**src/rtl/mips_pkg.sv**
```systemverilog
// rtl/mips_pkg.sv - opcode/funct encodings, alu_op codes and decoded-bundle type for the decode stage
package mips_pkg;

    localparam logic [5:0] OP_RTYPE = 6'h00;
    localparam logic [5:0] OP_J     = 6'h02;
    localparam logic [5:0] OP_BEQ   = 6'h04;
    localparam logic [5:0] OP_BNE   = 6'h05;
    localparam logic [5:0] OP_ADDI  = 6'h08;
    localparam logic [5:0] OP_ANDI  = 6'h0C;
    localparam logic [5:0] OP_ORI   = 6'h0D;
    localparam logic [5:0] OP_LW    = 6'h23;
    localparam logic [5:0] OP_SW    = 6'h2B;

    localparam logic [5:0] FN_SLL = 6'h00;
    localparam logic [5:0] FN_SRL = 6'h02;
    localparam logic [5:0] FN_ADD = 6'h20;
    localparam logic [5:0] FN_SUB = 6'h22;
    localparam logic [5:0] FN_AND = 6'h24;
    localparam logic [5:0] FN_OR  = 6'h25;
    localparam logic [5:0] FN_SLT = 6'h2A;

    typedef enum logic [3:0] {
        ALU_ADD = 4'd0,
        ALU_SUB = 4'd1,
        ALU_AND = 4'd2,
        ALU_OR  = 4'd3,
        ALU_SLT = 4'd4,
        ALU_SLL = 4'd5,
        ALU_SRL = 4'd6
    } alu_op_e;

    typedef struct packed {
        logic [4:0]  read_reg_1;
        logic [4:0]  read_reg_2;
        logic [4:0]  write_reg;
        logic        reg_write;
        logic [31:0] imm_ext;
        logic [4:0]  shamt;
        alu_op_e     alu_op;
        logic        alu_src;
        logic        mem_read;
        logic        mem_write;
        logic        mem_to_reg;
        logic        branch;
        logic        branch_ne;
        logic        jump;
    } decoded_t;

    // andi/ori take a zero-extended immediate, everything else sign-extends
    function automatic logic [31:0] ext_imm(input logic [15:0] imm, input logic zero_ext);
        return zero_ext ? {16'h0000, imm} : {{16{imm[15]}}, imm};
    endfunction

endpackage

```
**src/rtl/mips_ctrl_decode.sv**
```systemverilog
// rtl/mips_ctrl_decode.sv - combinational instruction decoder: instr to control bundle and operand usage
module mips_ctrl_decode
    import mips_pkg::*;
(
    input  logic [31:0] instr,
    output decoded_t    dec,
    output logic        rs_used,
    output logic        rt_used,
    output logic        illegal
);

    logic [5:0]  op;
    logic [5:0]  funct;
    logic [4:0]  rs;
    logic [4:0]  rt;
    logic [4:0]  rd;
    logic [4:0]  sh;
    logic [15:0] imm;
    logic        zero_ext;

    assign op    = instr[31:26];
    assign rs    = instr[25:21];
    assign rt    = instr[20:16];
    assign rd    = instr[15:11];
    assign sh    = instr[10:6];
    assign funct = instr[5:0];
    assign imm   = instr[15:0];

    // decode op/funct into controls; unsupported encodings collapse to an all-zero bubble
    always_comb begin
        dec      = '0;
        rs_used  = 1'b0;
        rt_used  = 1'b0;
        illegal  = 1'b0;
        zero_ext = 1'b0;
        case (op)
            OP_RTYPE: begin
                dec.write_reg = rd;
                dec.reg_write = 1'b1;
                rs_used       = 1'b1;
                rt_used       = 1'b1;
                case (funct)
                    FN_ADD:  dec.alu_op = ALU_ADD;
                    FN_SUB:  dec.alu_op = ALU_SUB;
                    FN_AND:  dec.alu_op = ALU_AND;
                    FN_OR:   dec.alu_op = ALU_OR;
                    FN_SLT:  dec.alu_op = ALU_SLT;
                    FN_SLL: begin
                        dec.alu_op = ALU_SLL;
                        rs_used    = 1'b0;
                    end
                    FN_SRL: begin
                        dec.alu_op = ALU_SRL;
                        rs_used    = 1'b0;
                    end
                    default: illegal = 1'b1;
                endcase
            end
            OP_ADDI: begin
                dec.alu_op    = ALU_ADD;
                dec.alu_src   = 1'b1;
                dec.write_reg = rt;
                dec.reg_write = 1'b1;
                rs_used       = 1'b1;
            end
            OP_ANDI: begin
                dec.alu_op    = ALU_AND;
                dec.alu_src   = 1'b1;
                dec.write_reg = rt;
                dec.reg_write = 1'b1;
                rs_used       = 1'b1;
                zero_ext      = 1'b1;
            end
            OP_ORI: begin
                dec.alu_op    = ALU_OR;
                dec.alu_src   = 1'b1;
                dec.write_reg = rt;
                dec.reg_write = 1'b1;
                rs_used       = 1'b1;
                zero_ext      = 1'b1;
            end
            OP_LW: begin
                dec.alu_op     = ALU_ADD;
                dec.alu_src    = 1'b1;
                dec.mem_read   = 1'b1;
                dec.mem_to_reg = 1'b1;
                dec.write_reg  = rt;
                dec.reg_write  = 1'b1;
                rs_used        = 1'b1;
            end
            OP_SW: begin
                dec.alu_op    = ALU_ADD;
                dec.alu_src   = 1'b1;
                dec.mem_write = 1'b1;
                rs_used       = 1'b1;
                rt_used       = 1'b1;
            end
            OP_BEQ: begin
                dec.alu_op = ALU_SUB;
                dec.branch = 1'b1;
                rs_used    = 1'b1;
                rt_used    = 1'b1;
            end
            OP_BNE: begin
                dec.alu_op    = ALU_SUB;
                dec.branch    = 1'b1;
                dec.branch_ne = 1'b1;
                rs_used       = 1'b1;
                rt_used       = 1'b1;
            end
            OP_J: begin
                dec.jump = 1'b1;
            end
            default: illegal = 1'b1;
        endcase

        if (illegal) begin
            dec     = '0;
            rs_used = 1'b0;
            rt_used = 1'b0;
        end else begin
            dec.read_reg_1 = rs;
            dec.read_reg_2 = rt;
            dec.imm_ext    = ext_imm(imm, zero_ext);
            dec.shamt      = sh;
            // $0 is hardwired, so a write to it is dropped here
            if (dec.write_reg == 5'd0) begin
                dec.reg_write = 1'b0;
            end
        end
    end

endmodule

```
**src/rtl/mips_decode_stage.sv**
```systemverilog
// rtl/mips_decode_stage.sv - decode stage with one-entry output slot and load-use interlock; option MIPS_DECODE_ILLEGAL_EN
module mips_decode_stage
    import mips_pkg::*;
#(
    parameter int              PC_W     = 32,
    parameter logic [PC_W-1:0] RESET_PC = '0
) (
    input  logic            clk,
    input  logic            rst,
    input  logic            in_valid,
    output logic            in_ready,
    input  logic [31:0]     instr,
    input  logic [PC_W-1:0] pc_in,
    output logic            out_valid,
    input  logic            out_ready,
    output logic [4:0]      read_reg_1,
    output logic [4:0]      read_reg_2,
    output logic [4:0]      write_reg,
    output logic            signal_reg_write,
    output logic [31:0]     imm_ext,
    output logic [4:0]      shamt,
    output logic [3:0]      alu_op,
    output logic            alu_src,
    output logic            mem_read,
    output logic            mem_write,
    output logic            mem_to_reg,
    output logic            branch,
    output logic            branch_ne,
    output logic            jump,
    output logic [PC_W-1:0] jump_target,
    output logic [PC_W-1:0] pc_out
`ifdef MIPS_DECODE_ILLEGAL_EN
    ,
    output logic            illegal,
    output logic            illegal_sticky
`endif
);

    decoded_t        dec;
    logic            dec_rs_used;
    logic            dec_rt_used;
    logic            dec_illegal;

    decoded_t        slot;
    logic            slot_valid;
    logic [PC_W-1:0] slot_pc;
    logic [PC_W-1:0] slot_jt;
    logic [4:0]      shadow_rt;

    logic [4:0]      in_rs;
    logic [4:0]      in_rt;
    logic            lw_in_slot;
    logic            hazard;
    logic            accept;
    logic            drain;
    logic [PC_W-1:0] pc_plus4;

    mips_ctrl_decode u_ctrl (
        .instr   (instr),
        .dec     (dec),
        .rs_used (dec_rs_used),
        .rt_used (dec_rt_used),
        .illegal (dec_illegal)
    );

    assign in_rs      = instr[25:21];
    assign in_rt      = instr[20:16];
    assign lw_in_slot = slot_valid && slot.mem_read;
    assign pc_plus4   = pc_in + PC_W'(4);

    // a used operand collides with a load still in the slot or one that left last cycle
    always_comb begin
        hazard = 1'b0;
        if (dec_rs_used && in_rs != 5'd0) begin
            if ((lw_in_slot && in_rs == slot.read_reg_2) || in_rs == shadow_rt) begin
                hazard = 1'b1;
            end
        end
        if (dec_rt_used && in_rt != 5'd0) begin
            if ((lw_in_slot && in_rt == slot.read_reg_2) || in_rt == shadow_rt) begin
                hazard = 1'b1;
            end
        end
    end

    assign in_ready = (!slot_valid || out_ready) && !hazard;
    assign accept   = in_valid && in_ready;
    assign drain    = slot_valid && out_ready;

    // output slot: load on accept (also when draining), empty on drain alone, hold otherwise
    always_ff @(posedge clk or posedge rst) begin
        if (rst) begin
            slot       <= '0;
            slot_valid <= 1'b0;
            slot_pc    <= RESET_PC;
            slot_jt    <= '0;
        end else if (accept) begin
            slot       <= dec;
            slot_valid <= 1'b1;
            slot_pc    <= pc_in;
            slot_jt    <= {pc_plus4[PC_W-1:28], instr[25:0], 2'b00};
        end else if (drain) begin
            slot_valid <= 1'b0;
        end
    end

    // remembers the rt of a load for the one cycle after it leaves; 0 means empty
    always_ff @(posedge clk or posedge rst) begin
        if (rst) begin
            shadow_rt <= 5'd0;
        end else if (drain && slot.mem_read) begin
            shadow_rt <= slot.read_reg_2;
        end else begin
            shadow_rt <= 5'd0;
        end
    end

`ifdef MIPS_DECODE_ILLEGAL_EN
    logic slot_illegal;

    // illegal flag travels with the slot; sticky flag latches once one leaves
    always_ff @(posedge clk or posedge rst) begin
        if (rst) begin
            slot_illegal   <= 1'b0;
            illegal_sticky <= 1'b0;
        end else begin
            if (accept) begin
                slot_illegal <= dec_illegal;
            end
            if (drain && slot_illegal) begin
                illegal_sticky <= 1'b1;
            end
        end
    end

    assign illegal = slot_illegal;
`else
    logic unused_illegal;
    assign unused_illegal = dec_illegal;
`endif

    assign out_valid        = slot_valid;
    assign read_reg_1       = slot.read_reg_1;
    assign read_reg_2       = slot.read_reg_2;
    assign write_reg        = slot.write_reg;
    assign signal_reg_write = slot.reg_write;
    assign imm_ext          = slot.imm_ext;
    assign shamt            = slot.shamt;
    assign alu_op           = slot.alu_op;
    assign alu_src          = slot.alu_src;
    assign mem_read         = slot.mem_read;
    assign mem_write        = slot.mem_write;
    assign mem_to_reg       = slot.mem_to_reg;
    assign branch           = slot.branch;
    assign branch_ne        = slot.branch_ne;
    assign jump             = slot.jump;
    assign jump_target      = slot_jt;
    assign pc_out           = slot_pc;

endmodule
```
**config.mk**
```make
export PLATFORM = sky130hd
export DESIGN_NAME = mips_decode_stage
export DESIGN_NICKNAME = d
export VERILOG_FILES = /design/src/rtl/mips_pkg.sv /design/src/rtl/mips_ctrl_decode.sv /design/src/rtl/mips_decode_stage.sv
export SDC_FILE = /design/constraint.sdc
export NUM_CORES = 1
export LEC_CHECK = 0
export CORE_MARGIN = 2
export CORE_UTILIZATION = 30
export CTS_CLUSTER_SIZE = 28
export DETAILED_ROUTE_END_ITERATION = 12
export GPL_ROUTABILITY_DRIVEN = 0
export PLACE_DENSITY_LB_ADDON = 0.08
export RECOVER_POWER = 25
export SYNTH_ARGS = -nofsm -noshare
export SYNTH_HDL_FRONTEND = slang
export SYNTH_SLANG_ARGS = --single-unit
```
**constraint.sdc**
```tcl
create_clock -name clk -period 4 [get_ports clk]
set_input_delay 0.6 -clock clk [delete_from_list [all_inputs] [get_ports clk]]
set_output_delay 0.6 -clock clk [all_outputs]
set_load 0.01 [all_outputs]
```
# ---- After elaboration in Yosys (flattened, before gate mapping)
# Cells that the tools add are included.
# Widths: inputs -> output; s select.
dict set report totals {
  register_bits 132
  latchBits 0
  ramBits 0
  romBits 0
  in_bits 68
  out_inout_bits 130
  elab_cells 96
  memories 0
}
dict set report op_classes {
  add_sub_neg 1
  n_mul 0
  n_div 0
  n_lt_le_gt_ge 0
  n_eq_ne 18
  n_shift 0
  mux 30
  n_bitwise 0
  n_reduce_logical 29
}
# operator n
set ops {}
lappend ops {{$eq 6x6->1 const B} 7}
lappend ops {{$mux 38} 1}
lappend ops {{$add 32x3->32 const B} 1}
lappend ops {{$mux 32} 1}
lappend ops {{$eq 5x5->1} 4}
lappend ops {{$mux 10} 2}
lappend ops {{$mux 1} 19}
lappend ops {{$eq 6x4->1 const B} 3}
lappend ops {{$pmux 3 s6} 1}
lappend ops {{$reduce_or 7->1} 2}
lappend ops {{$eq 6x2->1 const B} 2}
lappend ops {{$eq 6x3->1 const B} 2}
lappend ops {{$logic_not 6->1} 2}
lappend ops {{$pmux 3 s4} 1}
lappend ops {{$pmux 6 s2} 1}
lappend ops {{$mux 5} 2}
lappend ops {{$reduce_bool 5->1} 2}
lappend ops {{$logic_and 1x1->1} 9}
lappend ops {{$reduce_or 4->1} 2}
lappend ops {{$reduce_or 8->1} 1}
lappend ops {{$reduce_or 2->1} 3}
lappend ops {{$logic_not 5->1} 1}
lappend ops {{$reduce_or 5->1} 1}
lappend ops {{$pmux 1 s2} 2}
lappend ops {{3 further kinds} 6}

# ---- Logic depth before layout (Yosys ltp)
# Gate-level depths: netlist (run 1).
dict set report depth {
  depth_word 13
  depth_mapped 9
  mapped_depth_nobuf 6
}

# ---- Cells and area by module
# From an unflattened synthesis (run 1), not the netlist that was laid out.
dict set report unflattened {
  cells_unflattened 460
  area_unflattened_um2 6185.9
}
# module n_inst cells_per_inst area_per_inst_um2
set modules_own_cells {}
lappend modules_own_cells {mips_decode_stage 1 338 5391.4}
lappend modules_own_cells {mips_ctrl_decode 1 122 794.5}

# ---- Worst setup path after synthesis (run 1)
# OpenSTA, ideal clock, no wires.
dict set report synth_timing {
  kind {in2reg}
  from {input instr[18]}
  to {register slot (netlist bit alu_op[0])}
  t_arrival_ps 2412
  path_slack_ps 1463
  stages 9
  cell_sequence {clkbuf_1 -> xnor2_1 -> nand4_1 -> o32ai_1 -> a32oi_4 -> o21ai_2 -> buf_6 -> buf_6 -> mux2_4}
}
dict set report synth_between {
  elab_chain_cells 8
  elab_cells_between_ends 11
  classes_between {eq/ne (2); mux (2); reduce/logical (7)}
}
# element line_no
set synth_lines {}
lappend synth_lines {{start, declared} mips_decode_stage.sv:12} ;# input logic [31:0] instr,
lappend synth_lines {{$eq 5x5->1} mips_decode_stage.sv:80} ;# if ((lw_in_slot && in_rt == slot.read_reg_2) || in_rt == shadow_rt) begin
lappend synth_lines {{$logic_and 1x1->1} mips_decode_stage.sv:80}
lappend synth_lines {{$logic_or 1x1->1} mips_decode_stage.sv:80}
lappend synth_lines {{$mux 1} mips_decode_stage.sv:80}
lappend synth_lines {{$mux 1 *} mips_decode_stage.sv:79} ;# if (dec_rt_used && in_rt != 5'd0) begin
lappend synth_lines {{$logic_not 1->1 *} mips_decode_stage.sv:86} ;# assign in_ready = (!slot_valid || out_ready) && !hazard;
lappend synth_lines {{$logic_and 1x1->1 *} mips_decode_stage.sv:86}
lappend synth_lines {{$logic_and 1x1->1 *} mips_decode_stage.sv:87} ;# assign accept = in_valid && in_ready;
lappend synth_lines {{end signal, assigned} mips_decode_stage.sv:93} ;# slot <= '0;
lappend synth_lines {{end signal, assigned} mips_decode_stage.sv:98} ;# slot <= dec;
lappend synth_lines {{end, declared} mips_decode_stage.sv:44} ;# decoded_t slot;
# Mark *: on every way between the ends. The rest lies on a longest branch, timed or not.
# A chain may end at the register's enable or synchronous reset.

# ---- Final worst setup path (run 1)
dict set report layout_timing {
  from {input instr[0]}
  to {output in_ready}
}
dict set report layout_between {
  elab_chain_cells 11
  elab_cells_between_ends 22
  classes_between {eq/ne (6); mux (9); reduce/logical (7)}
}
# element line_no
set layout_lines {}
lappend layout_lines {{$eq 6x6->1 (tied with other cells)} mips_ctrl_decode.sv:42} ;# case (funct)
lappend layout_lines {{$reduce_or 7->1 (no line) / $reduce_or 2->1 (equally long branches)} n/a}
lappend layout_lines {{$mux 1} mips_ctrl_decode.sv:42}
lappend layout_lines {{$pmux 1 s2} mips_ctrl_decode.sv:36} ;# case (op)
lappend layout_lines {{$mux 1} mips_ctrl_decode.sv:117} ;# if (illegal) begin
lappend layout_lines {{$logic_and 1x1->1} mips_decode_stage.sv:74} ;# if (dec_rs_used && in_rs != 5'd0) begin
lappend layout_lines {{$mux 1} mips_decode_stage.sv:74}
lappend layout_lines {{$mux 1} mips_decode_stage.sv:80}
lappend layout_lines {{$mux 1 *} mips_decode_stage.sv:79}
lappend layout_lines {{$logic_not 1->1 *} mips_decode_stage.sv:86}
lappend layout_lines {{$logic_and 1x1->1 *} mips_decode_stage.sv:86}
lappend layout_lines {{end, declared} mips_decode_stage.sv:11} ;# output logic in_ready,
# Marks and branches as above.

==> metrics.txt, run 1 <==
clock root buffer=clkbuf_16; Starting Density=30.8%; area of the core=0.0166 mm²; diodes inserted=0; fin nets=634; max FFs per register=32; Overflow after GRT=0; layout cells sized above 1=18.2%; failing checks=max-capacitance violations, max-slew violations; antenna violations before repair=0; worst-path cell chain=clkdlybuf4s50_1 > or2_2 > nor4_1 > o221ai_1 > a32oi_4 > nor2_1 > nor2_1 > clkdlybuf4s50_1; final WL=14.3 mm; All-Layer GR Usage=16.0%; Critical Path Fanout Max=6; maximum VDD drop=0.187 mV; Clk pin slew, worst setup/hold paths=70 ps; delay-heaviest family, CP=buffers and inverters; max incr delay on CP=560 ps; crit path time final=3680 ps; final hold violation count=0; Via density=4.79; leak pwr=3.07 nW; number of synthesized register bits=110; Pwr Density=384 mW/mm²; Setup Crit Path Kind=primary input to primary output; Antenna Nets Post-Route=0; I/O pins=198; Worst-Skew Late Latency=350 ps; TNS Setup=0 ps; Seq/Total Area, Yosys=53.8%; largest net degree at the start of global routing=86; number of global-route vias before repair=3892; DRC=0; cts repair resizes=0; Post-CTS Hold Buffers=0; synth warn=0; run status=complete, but fails checks; vias=3786; Mean Syn Cell Area=13.1 µm²; die area=0.0181 mm²; Setup Buffers After CTS=0; First-pass DRT Iterations=4; drt wl/cell=18.1 µm; critical path arrival=3080 ps; setup violators final=0; Async SR Flop Fraction=100%; Setup crit end kind=primary output; clock buffer depth=2; Detailed Place HPWL=10.4 mm; chip width=135 µm; CTS Buf Count=9; HP Class=register to register; slowest cell on the critical path=clkdlybuf4s50_1; Cells after Synth=392; highest clock rate=272 MHz; Tcrit/Tclk final=91.9%; worst relative slew slack=-59.9%; Synth cell types=51; Mapped Area=0.00512 mm²; CTS tree=yes; Area after DPL=0.00717 mm²; final instance area=0.00744 mm²; CP bufs+invs=2; Row Count=47; Worst Skew=6.32 ps; Slew Limit Fails=53; Die Y-Extent=135 µm; buffers added on ports=194; global-route wire length before repair=22.3 mm; Synth-to-Final Area Change=45.2%; CTS H-Tree Depth=3; RSZ-0062 raised after global routing=no; 1st-iter DRT viols=188; max_cap viols=1; CTS sink cnt=110; worst slew pin tran=2390 ps; Startpoint Class=primary input; Synth Flop Type=dfrtp_1; Post-synth EDFFs=0; WP data required=3400 ps
## synth_stat cells, types with 3 or more instances
| master | count | area, µm² |
|---|---|---|
| and2_1 | 7 | 43.8 |
| xor2_1 | 4 | 35.0 |
| nor2_1 | 11 | 41.3 |
| xnor2_1 | 21 | 184 |
| nor3_1 | 5 | 25.0 |
| buf_4 | 24 | 180 |
| nand4_1 | 11 | 68.8 |
| mux2_2 | 44 | 495 |
| o32ai_1 | 3 | 26.3 |
| nand3_1 | 9 | 45.0 |
| clkbuf_1 | 4 | 15.0 |
| nand2_1 | 11 | 41.3 |
| buf_2 | 13 | 65.1 |
| a22oi_1 | 3 | 22.5 |
| buf_6 | 4 | 45.0 |
| a22o_1 | 32 | 280 |
| nor2b_1 | 3 | 18.8 |
| nand2b_1 | 3 | 18.8 |
| a21oi_1 | 5 | 25.0 |
| dfrtp_1 | 110 | 2750 |
| mux2_4 | 25 | 375 |
| inv_1 | 5 | 18.8 |
## final timing paths
| check | start | endpoint | slack [ps] | cells past startpoint |
|---|---|---|---|---|
| worst min-delay path | jump | jump | 500 | 1 |
| min in group asynchronous | rst | jump_target[23] | 1340 | 2 |
| worst max register to register | read_reg_2[1] | pc_out[28] | 1260 | 7 |
| max in group asynchronous | rst | pc_out[23] | 830 | 3 |
| worst min register to register | jump | jump | 500 | 1 |
| worst max-delay path | instr[0] | in_ready | 320 | 8 |
## cells by family after synthesis
group / synth area share (%)
flops: 53.8
other cells: 0.0732
buf+inv: 6.43
compound gates: 10.3
simple gates: 8.19
xor+xnor: 4.28
mux: 17.0
## final cells by class
class / count / area (µm²)
well taps: 220 / 275
clock inverters: 4 / 47.5
repair buffers: 207 / 2050
flip-flops and latches: 110 / 2750
fillers: 1554 / 9200
clock buffers: 12 / 236
multi-input cells: 233 / 2050
inverters: 5 / 20.0
## per-stage QoR
step           utilization [%]  worst slack [ps]  cells  total power [W]  hold WS [ps]
6_report                  44.7               323    791          0.00285           495
4_1_cts                   44.8               282    791          0.00292           496
3_3_place_gp              43.1               343    775          0.00199           479
3_5_place_dp              43.1               294    775          0.00200           479
2_1_floorplan                -               498    394          0.00161           522
5_1_grt                   44.7               203    791          0.00300           505
## metal layers
metal  vias to the layer above  part of all wire (%)  global-route usage (%)  wire (µm)
met5                         -                     0                       0          0
met1                      1882                    44                    21.1       6360
li1                       1744                     -                       -          -
met3                        16                   7.1                    4.73       1020
met2                       144                    47                    25.1       6720
met4                         0                   1.6                    5.85        226
## power breakdown
part	switching, W	total [W]	leakage (nW)	internal, W
clock network	0.000403	0.000888	0.137	0.000485
logic	0.000269	0.000678	1.55	0.000408
registers	0.0000656	0.00129	1.38	0.00122
total	0.000738	0.00285	3.07	0.00212
## layout by cell type, fill, tap and decap left out, types with 2 or more instances in the layout
cell | netlist | routed
dlygate4sd3_1 | 0 | 2
nand4b_1 | 2 | 2
clkbuf_1 | 4 | 3
conb_1 | 1 | 3
inv_1 | 5 | 4
a21oi_1 | 5 | 5
nand2b_1 | 3 | 3
a32o_1 | 2 | 2
a22o_1 | 32 | 32
nor2_1 | 11 | 11
clkbuf_16 | 0 | 9
clkdlybuf4s50_1 | 0 | 192
buf_4 | 24 | 11
nand3_1 | 9 | 9
o221ai_1 | 2 | 2
and2_1 | 7 | 4
a22oi_1 | 3 | 3
and2_0 | 1 | 4
o32ai_1 | 3 | 3
xor2_1 | 4 | 4
nand4_1 | 11 | 11
nor2b_1 | 3 | 3
mux2_2 | 44 | 44
o21ai_0 | 2 | 2
nor3_1 | 5 | 5
mux2_4 | 25 | 25
xnor2_1 | 21 | 21
clkinv_2 | 0 | 2
nor4_1 | 2 | 2
or4_1 | 2 | 2
nand2_1 | 11 | 11
dfrtp_1 | 110 | 110
## worst register-to-register path, cell delays in order (launching register included)
cell and delay [ps]:
dfrtp_1 460, xnor2_1 250, nand4_1 120, o32ai_1 460, a32oi_4 250, o21ai_4 230, buf_12 410, mux2_2 450
Power figures use the tool's default switching activity.
==> run 2, diff against run 1 <==
Settings changed: PLACE_DENSITY_LB_ADDON 0.08 to unset.
==> run 2 against run 1 <==
  * Critical endpoint unchanged
  * The run still ends with max-capacitance violations, max-slew violations left
  * Clock power about the same
  * Non-clock buffer count is 3 lower
  * Combinational power is essentially flat
  * Largest power group unchanged
==> metrics.txt, run 2 (synthesis results as in run 1) <==
run status=complete, but fails checks; failing checks=max-capacitance violations, max-slew violations; chip width=135 µm (unchanged); Post-CTS Hold Buffers=0 (unchanged); switching pwr=0.000775 W (+5.0%); number of global-route vias before repair=3910 (+0.46%); highest clock rate=260 MHz (-4.4%); layout cells sized above 1=18.0% (-0.26 points); Overall Power=0.00286 W (about the same); Internal Power=0.00208 W (-1.7%); R2R Path Start=read_reg_2[1]; Tcrit/Tclk final=96.2% (+4.3 points); area of the core=0.0166 mm² (unchanged); Worst-Skew Late Latency=360 ps (about the same); critical path arrival=3250 ps (+170 ps); CTS tree=yes; reg2reg setup slack=1320 ps (+60 ps); Detailed Place HPWL=10.5 mm (+1.2%); worst hold margin=503 ps (+7.52 ps); max FFs per register=32 (unchanged); First-pass DRT Iterations=4 (unchanged); vias=3804 (+0.48%); die area=0.0181 mm² (unchanged); most frequent cells in the layout=clkdlybuf4s50_1, dfrtp_1, mux2_2; I/O pins=198 (unchanged); Setup Crit Path Kind=primary input to primary output; Clock Power Share=31.0% (about the same); Non-Filler Instances=788 (-0.38%); Area after DPL=0.00715 mm² (-0.31%); antenna violations before repair=0 (unchanged); leak pwr=3.07 nW (about the same); setup violators final=0 (unchanged); final WL=14.3 mm (+0.12%); worst slew pin tran=2500 ps (+117 ps); crit path from=instr[0]; WP data required=3400 ps (about the same); global-route wire length before repair=22.2 mm (-0.59%); Slew Limit Fails=65 (+23%); All-Layer GR Usage=15.9% (-0.12 points); final hold violation count=0 (unchanged); switching share of total power=27.1% (+1.3 points); Via density=4.83 (+0.86%); CTS Buf Count=9 (unchanged); 1st-iter DRT viols=153 (-19%); Starting Density=30.8% (unchanged); CTS sink cnt=110 (unchanged); Overflow after GRT=0 (unchanged); crit path time final=3850 ps (+171 ps); largest net degree at the start of global routing=65 (-24%); r2r endpoint=pc_out[0]; final instance area=0.00742 mm² (-0.20%); Startpoint Class=primary input; HP Class=register to register; Critical Path Fanout Max=6 (unchanged); Pwr Density=385 mW/mm² (+0.21%); clock root buffer=clkbuf_16; Setup Buffers After CTS=0 (unchanged); Die Y-Extent=135 µm (unchanged); max_cap viols=1 (unchanged); CTS H-Tree Depth=3 (unchanged); RSZ-0062 raised after global routing=no; Antenna Nets Post-Route=0 (unchanged); commonest non-fill, non-tap cell in the layout=clkdlybuf4s50_1; placed cell count=772 (-0.39%); maximum VDD drop=0.197 mV (+5.4%); Row Count=47 (unchanged); fin nets=631 (-0.47%); sequential power share=45.3% (about the same); Synth-to-Final Area Change=45.0%; Worst Skew=7.91 ps (+1.59 ps); TNS Setup=0 ps (unchanged); clock buffer depth=2 (unchanged); Setup crit end kind=primary output; buffers added on ports=194 (unchanged); Logic pwr share=23.7% (about the same); CP endpoint=in_ready; diodes inserted=0 (unchanged); Reg2Reg Depth=7 (unchanged); worst relative slew slack=-67.1% (-7.1 points); Clk pin slew, worst setup/hold paths=70 ps (about the same); drt wl/cell=18.2 µm (+0.50%); DRC=0 (unchanged); cts repair resizes=0 (unchanged)
-- run 2: cell types whose count changed in the layout (fill, tap and decap cells not counted), sizes merged --
cell and change:
clkinv +1, buf -4, inv +3, bufinv -1, clkinvlp -2
-- run 2: per-stage QoR --
step                      utilization [%]  setup WS, ps
after global placement               42.9           313
after floorplan                         -           498
after global routing                 44.6          43.4
final                                44.6           152
after CTS                            44.7           202
after detailed placement             42.9           213
-- run 2: power by group through the flow --
stage,Combinational (W),Clock (W),Sequential (W)
after floorplan,0.000253,0,0.00136
after global placement,0.000681,0,0.00131
after detailed placement,0.000685,0,0.00131
after CTS,0.000688,0.000909,0.00129
after global routing,0.000723,0.000965,0.00131
final,0.000677,0.000885,0.00129
-- run 2: worst min-delay path by stage --
stage	start	depth (start not counted)	slack [ps]	to
5_1_grt	alu_op[0]	1	520	alu_op[0]
2_1_floorplan	branch_ne	1	520	branch_ne
3_5_place_dp	imm_ext[0]	1	480	imm_ext[0]
4_1_cts	read_reg_1[1]	1	510	read_reg_1[1]
6_report	imm_ext[15]	1	500	imm_ext[15]
3_3_place_gp	jump	1	480	jump
-- run 2: area by class of cell --
class	instances	area, µm²
inverter	5	18.8
sequential	110	2750
clock buffer	11	243
multi-input combinational	233	2050
timing repair buffer	204	2040
clock inverter	5	42.5
fill	1522	9220
tap	220	275
-- run 2: worst max-delay path: stages --
cell,delay [ps]
clkdlybuf4s50_1,480
or2_2,370
nor4_1,360
o221ai_1,260
a32oi_4,340
nor2_1,110
nor2_1,130
clkdlybuf4s50_1,600
-- run 2: metal layers --
layer / wire length, µm / vias to the layer above / track usage [%]
li1: - / 1745 / -
met1: 5940 / 1875 / 19.9
met2: 6870 / 172 / 25.8
met3: 1340 / 12 / 5.74
met4: 186 / 0 / 4.91
met5: 0 / - / 0
==> run 3, diff against run 2 <==
Settings changed: CTS_CLUSTER_SIZE 28 to 24, SLEW_MARGIN set to 20.
==> results of run 3 <==
No change in the layout: final DEF, timing and power equal those of run 2.
